--- config.mk ---
export PLATFORM = sky130hd
export DESIGN_NAME = match_arbiter_ctrl
export DESIGN_NICKNAME = d
export VERILOG_FILES = /design/src/rtl/match_pkg.sv /design/src/rtl/match_pipe.sv /design/src/rtl/match_arbiter_ctrl.sv
export SDC_FILE = /design/constraint.sdc
export NUM_CORES = 1
export LEC_CHECK = 0
export CORE_ASPECT_RATIO = 0.8
export CORE_UTILIZATION = 46
export CTS_BUF_LIST = sky130_fd_sc_hd__clkbuf_2 sky130_fd_sc_hd__clkbuf_4 sky130_fd_sc_hd__clkbuf_8
export DETAILED_ROUTE_END_ITERATION = 16
export HOLD_SLACK_MARGIN = 0.06
export PLACE_DENSITY = 0.81
export SLEW_MARGIN = 20
export SYNTH_ARGS = -nofsm -noshare
export SYNTH_HDL_FRONTEND = slang
export SYNTH_SLANG_ARGS = --single-unit
export TNS_END_PERCENT = 20
--- constraint.sdc ---
create_clock -name i_clk -period 2.6 [get_ports i_clk]
set_clock_uncertainty 0.05 [all_clocks]
set_input_delay 0.52 -clock i_clk [delete_from_list [all_inputs] [get_ports i_clk]]
set_output_delay 0.52 -clock i_clk [all_outputs]
set_load 0.05 [all_outputs]
--- src/rtl/match_pkg.sv ---
// Shared types and constants for the match arbiter controller.
package match_pkg;

   typedef enum logic [1:0] {
      ST_IDLE  = 2'd0,
      ST_RUN   = 2'd1,
      ST_DRAIN = 2'd2
   } state_t;

   localparam int          PIPE_DEPTH_DEF = 3;
   localparam logic [7:0]  PATTERN_RST    = 8'hEF;
   localparam logic [31:0] CNT_MAX        = 32'hFFFF_FFFF;

   // Saturating increment for the match counters.
   function automatic logic [31:0] sat_inc(input logic [31:0] v);
      return (v == CNT_MAX) ? CNT_MAX : v + 32'd1;
   endfunction

endpackage

--- src/rtl/match_pipe.sv ---
// Fixed-latency compare pipeline: the byte is compared against the pattern
// on entry to stage 1, and only valid/id/match travel down the remaining stages.
module match_pipe
   import match_pkg::*;
#(
   parameter int PIPE_DEPTH = PIPE_DEPTH_DEF
) (
   input  logic       i_clk,
   input  logic       i_reset,
   input  logic       acc_valid,
   input  logic       acc_id,
   input  logic [7:0] acc_byte,
   input  logic [7:0] pattern,
   output logic       ret_valid,
   output logic       ret_id,
   output logic       ret_match,
   output logic       in_flight
);

   logic [PIPE_DEPTH-1:0] v_q;
   logic [PIPE_DEPTH-1:0] id_q;
   logic [PIPE_DEPTH-1:0] m_q;

   // Shift register; id/match are zeroed for empty slots so idle outputs read 0.
   always_ff @(posedge i_clk) begin
      if (i_reset) begin
         v_q  <= '0;
         id_q <= '0;
         m_q  <= '0;
      end else begin
         v_q[0]  <= acc_valid;
         id_q[0] <= acc_valid & acc_id;
         m_q[0]  <= acc_valid & (acc_byte == pattern);
         for (int s = 1; s < PIPE_DEPTH; s++) begin
            v_q[s]  <= v_q[s-1];
            id_q[s] <= id_q[s-1];
            m_q[s]  <= m_q[s-1];
         end
      end
   end

   assign ret_valid = v_q[PIPE_DEPTH-1];
   assign ret_id    = id_q[PIPE_DEPTH-1];
   assign ret_match = m_q[PIPE_DEPTH-1];
   assign in_flight = |v_q;

endmodule

--- src/rtl/match_arbiter_ctrl.sv ---
// Two-requester round-robin arbiter feeding a byte-match pipeline, with
// per-requester saturating match counters.
//
// state    | meaning
// ---------+-------------------------------------------------------------
// ST_IDLE  | stopped; pattern may be loaded
// ST_RUN   | grants issued round-robin while en is high
// ST_DRAIN | en dropped; no grants, in-flight items retire, then IDLE
module match_arbiter_ctrl
   import match_pkg::*;
#(
   parameter int DATA_W     = 32,
   parameter int PIPE_DEPTH = PIPE_DEPTH_DEF
) (
   input  logic              i_clk,
   input  logic              i_reset,
   input  logic              en,
   input  logic              cfg_load,
   input  logic [7:0]        cfg_pattern,
   input  logic              cnt_clr,
   input  logic              req0_valid,
   input  logic              req1_valid,
   input  logic [DATA_W-1:0] req0_data,
   input  logic [DATA_W-1:0] req1_data,
   output logic              req0_ready,
   output logic              req1_ready,
   output logic              valid_out,
   output logic              out_id,
   output logic              out_match,
   output logic [31:0]       match_cnt0,
   output logic [31:0]       match_cnt1,
   output logic              busy
);

   state_t      state;
   logic        prio1;
   logic [7:0]  pattern;
   logic        gnt0;
   logic        gnt1;
   logic        run_gnt;
   logic        xfer;
   logic [7:0]  acc_byte;
   logic        in_flight;
   logic [31:0] cnt0_nxt;
   logic [31:0] cnt1_nxt;
   logic        unused_hi;

   // Only the low byte takes part in the compare.
   assign unused_hi = ^{req0_data[DATA_W-1:8], req1_data[DATA_W-1:8]};

   // Grant: prio1 set means req0 won the last transfer, so req1 goes first on a tie.
   always_comb begin
      run_gnt = (state == ST_RUN) && en && !i_reset;
      gnt0    = run_gnt && req0_valid && (!req1_valid || !prio1);
      gnt1    = run_gnt && req1_valid && (!req0_valid || prio1);
   end

   assign req0_ready = gnt0;
   assign req1_ready = gnt1;
   assign xfer       = gnt0 | gnt1;
   assign acc_byte   = gnt1 ? req1_data[7:0] : req0_data[7:0];

   match_pipe #(
      .PIPE_DEPTH (PIPE_DEPTH)
   ) u_pipe (
      .i_clk     (i_clk),
      .i_reset   (i_reset),
      .acc_valid (xfer),
      .acc_id    (gnt1),
      .acc_byte  (acc_byte),
      .pattern   (pattern),
      .ret_valid (valid_out),
      .ret_id    (out_id),
      .ret_match (out_match),
      .in_flight (in_flight)
   );

   // Run/drain sequencing; busy is registered alongside the state.
   always_ff @(posedge i_clk) begin
      if (i_reset) begin
         state <= ST_IDLE;
         busy  <= 1'b0;
      end else begin
         case (state)
            ST_IDLE: begin
               if (en) begin
                  state <= ST_RUN;
                  busy  <= 1'b1;
               end
            end
            ST_RUN: begin
               if (!en) state <= ST_DRAIN;
            end
            ST_DRAIN: begin
               if (en) begin
                  state <= ST_RUN;
               end else if (!in_flight) begin
                  state <= ST_IDLE;
                  busy  <= 1'b0;
               end
            end
            default: begin
               state <= ST_IDLE;
               busy  <= 1'b0;
            end
         endcase
      end
   end

   // Round-robin pointer moves only when a transfer completes.
   always_ff @(posedge i_clk) begin
      if (i_reset)   prio1 <= 1'b0;
      else if (xfer) prio1 <= gnt0;
   end

   // Pattern is writable only while stopped so in-flight compares stay coherent.
   always_ff @(posedge i_clk) begin
      if (i_reset)                            pattern <= PATTERN_RST;
      else if (cfg_load && state == ST_IDLE) pattern <= cfg_pattern;
   end

   // Clear wins over a coincident increment.
   always_comb begin
      cnt0_nxt = match_cnt0;
      cnt1_nxt = match_cnt1;
      if (cnt_clr) begin
         cnt0_nxt = '0;
         cnt1_nxt = '0;
      end else if (valid_out && out_match) begin
         if (out_id) cnt1_nxt = sat_inc(match_cnt1);
         else        cnt0_nxt = sat_inc(match_cnt0);
      end
   end

   // Counter registers.
   always_ff @(posedge i_clk) begin
      if (i_reset) begin
         match_cnt0 <= '0;
         match_cnt1 <= '0;
      end else begin
         match_cnt0 <= cnt0_nxt;
         match_cnt1 <= cnt1_nxt;
      end
   end

endmodule

* After elaboration in Yosys (flattened, before gate mapping) *
Cells that the tools add are included.

storage, ports and cells
  bits in registers = 85
  bits in latches = 0
  bits in writable memories = 0
  bits in read-only memories = 0
  input port bits = 79
  output and inout port bits = 70
  word-level logic and storage cells = 59
  memories = 0

cells by class
  $add $sub $neg = 2
  multipliers = 0
  div/mod/pow operators = 0
  magnitude comparators = 0
  equality and inequality tests = 10
  shift-type cells = 0
  mux-type cells = 12
  bitwise logic cells = 5
  reductions and logical operators = 21

operators with widths
  operator                                       count
  adder 32 x 1 -> 32 bit, second input constant  2
  == test 32 bit, second input constant          2
  two-way mux 32 bit                             2
  == test 8 bit                                  1
  logical AND 1 bit                              8
  two-way mux 2 bit                              4
  two-way mux 8 bit                              1
  inequality test 2 bit, second input constant   4
  one-hot mux 2 bit (3 select lines)             1
  logical NOT 1 bit                              4
  AND reduction 2 bit                            2
  AND reduction 4 bit                            1
  two-way mux 1 bit                              3
  inequality test 3 bit, second input constant   1
  one-hot mux 1 bit (3 select lines)             1
  AND reduction 3 bit                            1
  OR reduction 3 bit                             1
  bitwise AND 1 bit                              2
  == test 2 x 1 -> 1 bit, second input constant  1
  == test 2 bit, second input constant           1
  logical NOT 2 bit                              1
  logical OR 1 bit                               2
  inverter 1 bit                                 2
  OR reduction 2 bit                             1
  bitwise OR 1 bit                               1

* Longest topological paths before layout *
  depth after elaboration = 8
  gate-level depth with buffers = 7
  mapped depth without buffers = 6

* Modules after synthesis *
A second synthesis with hierarchy kept.

second synthesis, totals
  cell total of the unflattened synthesis = 437
  area, all modules = 4021.4 µm²

by module, submodules not included
  module              instances  cells an instance  area an instance (µm²)  sequential area each (µm²)
  match_arbiter_ctrl  1          407                3671.0                  1521.5
  match_pipe          1          30                 350.3                   180.2

* Worst setup path before layout *
OpenSTA, ideal clock, no wires.

  kind = reg-to-reg
  from = register match_cnt0[13]
  to = register match_cnt0[11]
  library setup time = 0.071 ns
  arrival time = 2.194 ns
  required time = 2.479 ns
  setup slack = 0.285 ns
  stages on the path, launching flop included = 8
  path buffers = 2
  clock period less this slack = 2.315 ns
  cells stage by stage = dfxtp_1 nand3_2 or3_1 buf_2 nor4_4 nand2_4 buf_6 a21oi_1

between the ends
  cells in the longest elaborated chain, start to end = 2

RTL lines
  what                      line                       source
  start: declaration        match_arbiter_ctrl.sv:30   output logic [31:0] match_cnt0,
  start signal: assignment  match_arbiter_ctrl.sv:141  match_cnt0 <= cnt0_nxt;
  == test 32 bit            match_pkg.sv:16            return (v == CNT_MAX) ? CNT_MAX : v + 32'd1;
  two-way mux 32 bit        match_pkg.sv:16

Every way passes these cells.
A chain may end at the register's enable or synchronous reset.

* Final worst setup path *
  from = input i_reset
  to = output req1_ready

between the ends
  cells in the longest elaborated chain, start to end = 4

RTL lines
  what                            line                      source
  start: declaration              match_arbiter_ctrl.sv:16  input logic i_reset,
  logical NOT 1 bit               match_arbiter_ctrl.sv:53  run_gnt = (state == ST_RUN) && en && !i_reset;
  logical AND 1 bit               match_arbiter_ctrl.sv:53
  logical AND 1 bit (2 in a row)  match_arbiter_ctrl.sv:55  gnt1 = run_gnt && req1_valid && (!req0_valid || prio1);
  end: declaration                match_arbiter_ctrl.sv:26  output logic req1_ready,

Every way passes these cells.

==> impl_metrics.prom <==
# TYPE chip_impl_metric gauge
chip_impl_info{name="outcome",value="finished clean"} 1
chip_impl_metric{name="cts_num_sinks",unit=""} 85
chip_impl_metric{name="ratio_of_total_power_to_cell_area",unit="nW/um2"} 482
chip_impl_metric{name="count_of_port_buffers_added_during_placement",unit=""} 100
chip_impl_metric{name="max-vdd-ir-drop",unit="uV"} 283
chip_impl_metric{name="wl_per_cell",unit="um"} 14.7
chip_impl_info{name="clock_tree.root_cell",value="sky130_fd_sc_hd__clkbuf_8"} 1
chip_impl_metric{name="placeableCoreArea",unit="um2"} 8480
chip_impl_metric{name="cts_made_buffers",unit=""} 9
chip_impl_metric{name="die_width",unit="um"} 106
chip_impl_metric{name="number_of_storage_elements_in_the_synthesis_netlist",unit=""} 85
chip_impl_metric{name="timing_hold_violations_final",unit=""} 0
chip_impl_metric{name="placement_rows",unit=""} 30
chip_impl_metric{name="routed_via_density",unit=""} 5.61
chip_impl_metric{name="clk_latency",unit="ns"} 0.36
chip_impl_metric{name="io-pin-count",unit=""} 149
chip_impl_metric{name="design.die.area",unit="um2"} 9110
chip_impl_metric{name="drc_errors",unit=""} 0
chip_impl_metric{name="worst_pin_slew",unit="ns"} 0.814
chip_impl_metric{name="clock_tree.buffer_depth",unit=""} 2
chip_impl_metric{name="final_core_utilization",unit=""} 0.643
chip_impl_metric{name="avgSynthCellArea",unit="um2"} 8.88
chip_impl_metric{name="number_of_enable_type_register_cells_in_the_synthesized_netlist",unit=""} 0
chip_impl_metric{name="cts_setup_buffers",unit=""} 0
chip_impl_info{name="clock_tree_from_tritoncts",value="built"} 1
chip_impl_metric{name="hold_buffers",unit=""} 0
chip_impl_metric{name="timing.max_cap.violations",unit=""} 0
chip_impl_metric{name="timing.critical_path.fanout_max",unit=""} 4
chip_impl_metric{name="finalSetupTns",unit="ns"} 0
chip_impl_info{name="min_path_type",value="reg2reg"} 1
chip_impl_metric{name="via_count_of_the_first_global_routing_pass",unit=""} 3585
chip_impl_metric{name="grt_antenna_before_repair",unit=""} 0
chip_impl_metric{name="async_sr_flop_fraction",unit=""} 0
chip_impl_metric{name="clkSlewWorstSetupHoldPaths",unit="ns"} 0.08
chip_impl_metric{name="netlist_area",unit="um2"} 4020
chip_impl_metric{name="cts_max_level",unit=""} 3
chip_impl_metric{name="yosysWarnings",unit=""} 0
chip_impl_metric{name="cts_repair_resize_count",unit=""} 0
chip_impl_metric{name="postSynthNetCount",unit=""} 533
chip_impl_metric{name="finalSetupViolations",unit=""} 0
chip_impl_metric{name="final-max-slew-violation-count",unit=""} 0
chip_impl_metric{name="fmax",unit="MHz"} 403
chip_impl_metric{name="route.vias.total",unit=""} 3793
chip_impl_metric{name="synth.distinct_cells",unit=""} 50
chip_impl_metric{name="grt_first_pass_wirelength",unit="mm"} 16.3
chip_impl_info{name="synth_flop_cell",value="sky130_fd_sc_hd__dfxtp_1"} 1
chip_impl_metric{name="grt.overflow.total",unit=""} 0
chip_impl_metric{name="post_synth_inst_count",unit=""} 452
chip_impl_metric{name="global_route.usage.total",unit=""} 0.223
chip_impl_metric{name="pin_count_of_the_biggest_net_entering_global_routing",unit=""} 38
chip_impl_metric{name="share_comb_of_total_power",unit=""} 0.061
chip_impl_metric{name="hpwlAfterDp",unit="mm"} 7.12
chip_impl_metric{name="timing.final.crit_period",unit="ns"} 2.48
chip_impl_metric{name="syn2layout_area_growth",unit="%"} 35.9
chip_impl_metric{name="internal_power",unit="mW"} 2.09
chip_impl_info{name="mostFrequentLayoutCells",value="sky130_fd_sc_hd__clkdlybuf4s50_1 (98), sky130_fd_sc_hd__dfxtp_1 (85), sky130_fd_sc_hd__a21oi_1 (55)"} 1
chip_impl_metric{name="detailed_route_wl",unit="mm"} 9.91
chip_impl_metric{name="place_congestion",unit=""} 0.843
chip_impl_metric{name="n_antenna_cell",unit=""} 0
chip_impl_metric{name="synth.yosys.seq_area_share",unit=""} 0.424
chip_impl_metric{name="leakagePower",unit="nW"} 1.89
chip_impl_metric{name="fin_total_pwr",unit="mW"} 2.63
chip_impl_info{name="category_of_the_critical_setup_timing_path",value="in2out"} 1
chip_impl_metric{name="cp_data_required_time",unit="ns"} 2.03
chip_impl_metric{name="drtAntennaViolNets",unit=""} 0
chip_impl_metric{name="drtIter0Drc",unit=""} 163
chip_impl_metric{name="drive_above_1_share",unit=""} 0.0762
chip_impl_info{name="mostFrequentLayoutCell",value="sky130_fd_sc_hd__clkdlybuf4s50_1"} 1
chip_impl_metric{name="max_slew_margin",unit=""} 0.457
chip_impl_info{name="critical_path.endpoint_type",value="output pin"} 1
chip_impl_metric{name="design.final.nets",unit=""} 640
chip_impl_info{name="cp-start-kind",value="input pin"} 1
chip_impl_metric{name="initial_standard_cell_utilization_of_the_core",unit=""} 0.473
chip_impl_info{name="rsz_0062_raised_after_global_routing",value="false"} 1
chip_impl_metric{name="drt_pass1_iterations",unit=""} 5
chip_impl_metric{name="clockPowerShare",unit=""} 0.435
chip_impl_metric{name="seq_power_share",unit=""} 0.504
chip_impl_metric{name="sw_frac_of_total",unit=""} 0.207
chip_impl_metric{name="p_sw",unit="mW"} 0.543
chip_impl_metric{name="layout_setup_ws",unit="ns"} 0.120
chip_impl_metric{name="timing.final.crit_share",unit=""} 0.954
chip_impl_metric{name="detailedPlace.worstSlack",unit="ns"} 0.164
chip_impl_metric{name="critPathArrivalTime",unit="ns"} 1.91
chip_impl_metric{name="fp.dieH",unit="um"} 85.6
-- metrics by stage --
step | std cells | cell area [um2] | hold slack, ns
6_report | 676 | 5460 | 0.401
5_1_grt | 676 | 5460 | 0.417
4_1_cts | 676 | 5460 | 0.405
3_5_place_dp | 660 | 5210 | 0.378
3_3_place_gp | 660 | 5210 | 0.369
2_1_floorplan | 452 | 4020 | 0.364
-- area by class of cell --
type,instances,area (um2)
Multi-Input combinational cell,336,2180
Sequential cell,85,1700
Clock inverter,4,95.1
Fill cell,726,3030
Timing Repair Buffer,115,1150
Clock buffer,12,153
Inverter,12,45.0
Tap cell,112,140
-- critical path, cell delays in order --
cell and delay (ns):
sky130_fd_sc_hd__clkdlybuf4s50_1 0.43, sky130_fd_sc_hd__and4bb_2 0.34, sky130_fd_sc_hd__nand3_1 0.19, sky130_fd_sc_hd__inv_1 0.16, sky130_fd_sc_hd__buf_4 0.13, sky130_fd_sc_hd__buf_12 0.12
-- power groups by stage --
stage	logic [mW]	clock network (mW)	registers, mW
2_1_floorplan	0.0738	0	1.36
3_3_place_gp	0.153	0	1.36
3_5_place_dp	0.158	0	1.36
4_1_cts	0.159	1.16	1.33
5_1_grt	0.172	1.21	1.33
6_report	0.159	1.14	1.33
-- cells in the mapped netlist (3+ instances only) --
cell | number | share of area
sky130_fd_sc_hd__and3_1 | 10 | 0.016
sky130_fd_sc_hd__clkbuf_1 | 13 | 0.012
sky130_fd_sc_hd__a211o_1 | 7 | 0.015
sky130_fd_sc_hd__inv_1 | 12 | 0.011
sky130_fd_sc_hd__dfxtp_1 | 85 | 0.42
sky130_fd_sc_hd__nor2b_1 | 11 | 0.017
sky130_fd_sc_hd__nand4_1 | 21 | 0.033
sky130_fd_sc_hd__and4_1 | 11 | 0.024
sky130_fd_sc_hd__nor3b_1 | 3 | 0.0056
sky130_fd_sc_hd__mux2i_1 | 6 | 0.015
sky130_fd_sc_hd__nand2b_1 | 3 | 0.0047
sky130_fd_sc_hd__nor3_1 | 18 | 0.022
sky130_fd_sc_hd__xnor2_1 | 27 | 0.059
sky130_fd_sc_hd__nand3_1 | 23 | 0.029
sky130_fd_sc_hd__buf_2 | 4 | 0.0050
sky130_fd_sc_hd__and2_1 | 3 | 0.0047
sky130_fd_sc_hd__nor4_1 | 7 | 0.011
sky130_fd_sc_hd__a31oi_1 | 6 | 0.0093
sky130_fd_sc_hd__nand2_1 | 29 | 0.027
sky130_fd_sc_hd__a21oi_1 | 55 | 0.069
sky130_fd_sc_hd__xor2_1 | 33 | 0.072
sky130_fd_sc_hd__or3_1 | 3 | 0.0047
sky130_fd_sc_hd__o21ai_0 | 6 | 0.0075
sky130_fd_sc_hd__nor2_1 | 22 | 0.021
-- cells by family (layout without fill, tap and decap cells) --
kind of cell / Yosys count / count (layout) / synth area share
AO/OA/AOI/OAI: 90 / 90 / 0.134
multiplexers: 7 / 7 / 0.0178
AND/OR/NAND/NOR: 177 / 177 / 0.254
flip-flops: 85 / 85 / 0.424
XOR/XNOR: 60 / 60 / 0.131
adder cells (fa/ha/maj): 2 / 2 / 0.00623
buffers and inverters: 31 / 143 / 0.0340
-- state kept, by name (all words and copies together) (netlist names) --
register     count
u_pipe.v_q       3
match_cnt0      32
prio1            1
busy             1
state            2
pattern          8
u_pipe.m_q       3
u_pipe.id_q      3
match_cnt1      32
-- per-layer routing --
metal | GRT usage | wire [um] | vias up
li1 | - | - | 1842
met1 | 0.274 | 4400 | 1808
met2 | 0.387 | 4730 | 128
met3 | 0.0638 | 630 | 15
met4 | 0.0585 | 149 | 0
met5 | 0 | 0 | -
-- final timing paths --
kind | endpoint | slack (ns) | cells after the start | from
worst max-delay path | req1_ready | 0.12 | 6 | i_reset
worst min-delay path | u_pipe.m_q[1] | 0.40 | 1 | u_pipe.m_q[0]
worst max register to register | match_cnt0[4] | 0.27 | 5 | match_cnt0[12]
worst min register to register | u_pipe.m_q[1] | 0.40 | 1 | u_pipe.m_q[0]
No activity file was read; power rests on OpenSTA's default activity.
